## config.mk

```make
export PLATFORM = sky130hd
export DESIGN_NAME = load_store_unit
export DESIGN_NICKNAME = d
export VERILOG_FILES = /design/src/rtl/load_store_unit.sv
export SDC_FILE = /design/constraint.sdc
export NUM_CORES = 1
export LEC_CHECK = 0
export ABC_AREA = 1
export CELL_PAD_IN_SITES_DETAIL_PLACEMENT = 0
export CELL_PAD_IN_SITES_GLOBAL_PLACEMENT = 1
export CORE_MARGIN = 2
export CORE_UTILIZATION = 35
export DETAILED_ROUTE_END_ITERATION = 10
export GPL_TIMING_DRIVEN = 0
export PLACE_DENSITY = 0.79
export SLEW_MARGIN = 20
export SYNTH_ARGS = -nofsm -noshare
export SYNTH_HDL_FRONTEND = slang
export SYNTH_SLANG_ARGS = --single-unit
export TNS_END_PERCENT = 20
```

## constraint.sdc

```tcl
create_clock -name clk -period 4.21 [get_ports clk]
set_clock_uncertainty 0.15 [all_clocks]
set_input_delay 0.842 -clock clk [delete_from_list [all_inputs] [get_ports clk]]
set_output_delay 0.842 -clock clk [all_outputs]
set_load 0.005 [all_outputs]
```

## src/rtl/load_store_unit.sv

```systemverilog
// Single-request load/store unit bridging a core request port to a word-wide
// data memory. Sub-word stores are done as read-modify-write.
module load_store_unit #(
    parameter int          MEMORY_DEPTH = 32,
    parameter logic [31:0] BASE_ADDRESS = 32'h1001_0000
) (
    input  logic        clk,
    input  logic        reset,
    input  logic        ReqValid,
    output logic        ReqReady,
    input  logic        ReqWrite,
    input  logic [1:0]  ReqSize,
    input  logic        ReqSignExt,
    input  logic [31:0] ReqAddress,
    input  logic [31:0] ReqWriteData,
    output logic        RespDone,
    output logic        RespError,
    output logic [31:0] RespReadData,
    output logic [31:0] MemAddress,
    output logic        MemRead,
    output logic        MemWrite,
    output logic [31:0] MemWriteData,
    input  logic [31:0] MemReadData
);

    localparam logic [2:0] IDLE = 3'd0;
    localparam logic [2:0] RD   = 3'd1;
    localparam logic [2:0] WR   = 3'd2;
    localparam logic [2:0] DONE = 3'd3;
    localparam logic [2:0] ERR  = 3'd4;

    localparam logic [1:0] SIZE_BYTE = 2'b00;
    localparam logic [1:0] SIZE_HALF = 2'b01;
    localparam logic [1:0] SIZE_WORD = 2'b10;

    logic [2:0]  state;
    logic [2:0]  state_next;
    logic [31:0] offset;
    logic        req_error;
    logic        accept;

    logic        is_write;
    logic [1:0]  size;
    logic        sign_ext;
    logic [29:0] index;
    logic [1:0]  lane;
    logic [31:0] write_data;
    logic [31:0] read_word;

    // Extracts the addressed byte/half (little-endian) and extends it.
    function automatic logic [31:0] format_load(input logic [31:0] word, input logic [1:0] sz,
                                                input logic [1:0] ln, input logic sx);
        logic [31:0]        byte_shift;
        logic [31:0]        half_shift;
        logic signed [7:0]  byte_val;
        logic signed [15:0] half_val;
        byte_shift = word >> {ln, 3'b000};
        half_shift = word >> {ln[1], 4'b0000};
        byte_val   = byte_shift[7:0];
        half_val   = half_shift[15:0];
        case (sz)
            SIZE_BYTE: format_load = sx ? 32'(byte_val) : {24'h0, byte_val};
            SIZE_HALF: format_load = sx ? 32'(half_val) : {16'h0, half_val};
            default:   format_load = word;
        endcase
    endfunction

    // Replaces only the addressed lane(s) of the captured word.
    function automatic logic [31:0] merge_store(input logic [31:0] word, input logic [31:0] data,
                                                input logic [1:0] sz, input logic [1:0] ln);
        logic [31:0] mask;
        logic [31:0] placed;
        case (sz)
            SIZE_BYTE: begin
                mask   = 32'h0000_00FF << {ln, 3'b000};
                placed = {24'h0, data[7:0]} << {ln, 3'b000};
            end
            SIZE_HALF: begin
                mask   = 32'h0000_FFFF << {ln[1], 4'b0000};
                placed = {16'h0, data[15:0]} << {ln[1], 4'b0000};
            end
            default: begin
                mask   = 32'hFFFF_FFFF;
                placed = data;
            end
        endcase
        merge_store = (word & ~mask) | (placed & mask);
    endfunction

    assign offset    = ReqAddress - BASE_ADDRESS;
    // Out-of-range check is unsigned, so addresses below the base wrap and fail too.
    assign req_error = ({2'b00, offset[31:2]} >= 32'(MEMORY_DEPTH))
                     || (ReqSize == 2'b11)
                     || ((ReqSize == SIZE_HALF) && offset[0])
                     || ((ReqSize == SIZE_WORD) && (offset[1:0] != 2'b00));
    assign accept    = ReqValid && (state == IDLE);

    always_comb begin
        state_next = state;
        case (state)
            IDLE: if (accept) begin
                if (req_error)                              state_next = ERR;
                else if (ReqWrite && ReqSize == SIZE_WORD)  state_next = WR;
                else                                        state_next = RD;
            end
            RD:      state_next = is_write ? WR : DONE;
            WR:      state_next = DONE;
            DONE:    state_next = IDLE;
            ERR:     state_next = IDLE;
            default: state_next = IDLE;
        endcase
    end

    always_ff @(posedge clk or posedge reset) begin
        if (reset) state <= IDLE;
        else       state <= state_next;
    end

    always_ff @(posedge clk) begin
        if (accept) begin
            is_write   <= ReqWrite;
            size       <= ReqSize;
            sign_ext   <= ReqSignExt;
            index      <= offset[31:2];
            lane       <= offset[1:0];
            write_data <= ReqWriteData;
        end
        if (state == RD) read_word <= MemReadData;
    end

    always_ff @(posedge clk or posedge reset) begin
        if (reset)                          RespReadData <= 32'h0;
        else if (state == RD && !is_write)  RespReadData <= format_load(MemReadData, size, lane, sign_ext);
    end

    assign ReqReady     = (state == IDLE) && !reset;
    assign RespDone     = (state == DONE) || (state == ERR);
    assign RespError    = (state == ERR);
    assign MemRead      = (state == RD);
    assign MemWrite     = (state == WR);
    assign MemAddress   = (state == RD || state == WR) ? {2'b00, index} : 32'h0;
    assign MemWriteData = (state != WR)        ? 32'h0 :
                          (size == SIZE_WORD)  ? write_data :
                                                 merge_store(read_word, write_data, size, lane);

endmodule

```

==> impl_metrics.yaml <==
run_status:
  status: "finished clean"
critical_path:
  timing.rr.start: "state[2]$_DFFE_PP0P_"
  worstPathArrival_ns: 2.84
  rrSetupSlack_ns: 1.89
  ff2ff_path_depth: 9
  end_kind: "output pin"
  critPathLaunchType: "register"
  r2r-end: "RespReadData[26]$_DFFE_PP0P_"
  crit_type: "reg2out"
  critPathRequiredTime_ns: 3.22
  cp_max_fo: 10
  worstSetupStartpoint: "lane[1]$_DFFE_PP_"
timing:
  drv_slew: 0
  fin_crit_ns: 3.835
  setup_viol: 0
  rsz0062_at_grt: "false"
  fin_ws_ns: 0.3755
  finalCritPeriodShare: 0.9108
  worst_slew_pin_slew_ns: 0.7797
  slew_headroom: 0.4794
  finalHoldViolations: 0
  fmax_mhz: 260.8
logic_synthesis:
  syn-cell-area_um2: 6634
  ys_seq_area_frac: 0.5847
  synth_top_cell_area_share: 0.4527
  synth_top_cell_by_area: "edfxtp_1"
  yosys_warnings: 0
  syn_inst: 701
  synth_cell_types: 40
  ys_top_cells_by_area: "edfxtp_1, dfrtp_1, nand2_1"
  ys_ff_latch: 135
  syn_area_per_cell_um2: 9.463
layout:
  drive_gt1_frac: 0.09392
  num-fill-cells: 1734
  area_growth_pct: 45.57
  nets: 1030
  finalNonFillerCells: 1171
  antennaDiodeCount: 0
hold_path:
  min_path_type: "reg2reg"
  hold_start: "RespReadData[14]$_DFFE_PP0P_"
  hold_end: "RespReadData[14]$_DFFE_PP0P_"
  holdPathStages: 2
power_and_ir_drop:
  ir_worst_vdd_uv: 335.3
  cellPowerDensity_nw_per_um2: 605.7
  p_leak_uw: 0.003926
clocking:
  clkTransAtPathRegs_ns: 0.06
  cts-htree-levels: 4
  clkLatencyLatePin_ns: 0.42
  postCtsSetupBuffers: 0
  cts_tree: "built"
  cts_made_buffers: 17
  clockBufferDepth: 2
  clockRootBuffer: "clkbuf_16"
  clock-sinks: 135
global_routing:
  grt_remaining_overflow: 0
  grt_pass1_wl_um: 32300
  grtUsageTotal: 0.2141
  grt_pass1_vias: 5839
  antenna_found_initial: 0
  grt_max_degree: 41
die:
  rows: 50
  die_x_um: 141.7
  io_pins: 204
  initial_core_util: 0.3558
  die_y_um: 141.7
  core_um2: 18640
  dieArea_um2: 20070
placed_design:
  portBuffers: 201
  hpwlAfterDp_um: 15800
  pre_cts_slack_ns: 0.5621
  dp.cells: 1139
  place.gp.congestion: 0.8826
routing:
  drc_errors: 0
  dr.pass1.iters: 5
  wl_um: 21170
  wl_per_cell_um: 18.08
  post_drt_via_cell_ratio: 4.931
  num_vias: 5774
  first_iter_violations: 425
  antenna_left: 0
run:
  maxCapViolCount: 0
==> synth_stat cells, drive strengths merged <==
| library cell | instances |
|---|---|
| o211ai | 7 |
| nor3b | 1 |
| or2 | 4 |
| a22oi | 8 |
| o221ai | 7 |
| a31oi | 9 |
| conb | 1 |
| inv | 115 |
| nor3 | 3 |
| a21oi | 12 |
| o21ai | 48 |
| nand2 | 130 |
| nor2 | 124 |
| nand3 | 20 |
| dfrtp | 35 |
| nor4 | 1 |
| xor2 | 1 |
| o22ai | 31 |
| a211oi | 2 |
| ha | 3 |
| a311oi | 8 |
| edfxtp | 100 |
| xnor2 | 1 |
| buf | 13 |
| clkbuf | 13 |
| nand3b | 4 |
==> where the power goes <==
part | switching (uW) | internal [uW]
clock | 600 | 1060
combinational | 1080 | 975
sequential | 228 | 1910
total | 1910 | 3940
==> per-layer routing <==
layer,share of wire,vias up,track usage,routed length [um]
li1,-,2787,-,-
met5,0,-,0,0
met3,0.10,15,0.07155,2148
met1,0.42,2711,0.2734,8816
met4,0.014,0,0.05895,286
met2,0.47,261,0.3498,9916
==> critical path, stage by stage, from the launching register on <==
cell and delay [ns]:
edfxtp_1 0.52, inv_4 0.16, nor2_4 0.05, nor2_4 0.19, clkbuf_1 0.45, nand2_1 0.12
a311oi_2 0.35, clkdlybuf4s50_1 0.58
==> how the worst max path moves through the flow <==
stage                             endpoint  slack (ns)  cells after the start
final                     MemWriteData[13]        0.38                      7
after detailed placement   MemWriteData[7]        0.56                      6
after global placement      MemAddress[17]       -1.04                      9
after global routing      MemWriteData[25]        0.20                     11
after CTS                  MemWriteData[7]        0.11                      6
after floorplan              MemAddress[0]        0.55                      8
==> sequential cells by signal, summed over array words and instances, names as in the netlist <==
signal,flops
index,30
size,2
state,3
write_data,32
sign_ext,1
lane,2
is_write,1
RespReadData,32
read_word,32
==> cell usage in the layout, fill, tap and decap left out, types with 11 or more instances in the layout <==
cell,instances
a21oi_1,11
clkbuf_1,14
clkbuf_16,17
clkdlybuf4s50_1,201
dfrtp_1,35
edfxtp_1,100
inv_1,109
nand2_1,123
nand3_1,19
nor2_1,108
o21ai_0,45
o22ai_1,31
==> cell families after synthesis <==
family	after synthesis	share of synthesized area
flops	135	0.5847
fa+ha+maj	3	0.005659
other cells	1	0.0005653
simple gates	287	0.1865
xor+xnor	2	0.002641
buf+inv	141	0.08865
compound gates	132	0.1313
==> per-stage QoR <==
step           hold WS, ns  total power, uW  TNS [ns]    util  area, um2
2_1_floorplan       0.3263             3060         0       -       6638
3_3_place_gp        0.3323             4194    -30.29  0.4797       8942
3_5_place_dp        0.3418             4225         0  0.4828       9000
4_1_cts             0.3586             5890         0  0.5177       9652
5_1_grt             0.3885             6170         0  0.5180       9657
6_report            0.3533             5849         0  0.5180       9657
==> area by class of cell <==
class	count	area [um2]	area share
multi-input cells	426	2183	0.2261
inverters	115	436.7	0.04522
repair buffers	203	2059	0.2133
clock inverters	14	222.7	0.02306
well taps	234	292.8	0.03032
plain buffers	26	153.9	0.01594
flip-flops and latches	135	3879	0.4017
clock buffers	18	429.2	0.04444
==> what timing repair did <==
action,4_1_cts,5_1_grt
hold buffers,0,0
endpoints found under the setup margin,0,11
gates resized for setup,0,1
(Power assumes the default switching activity.)
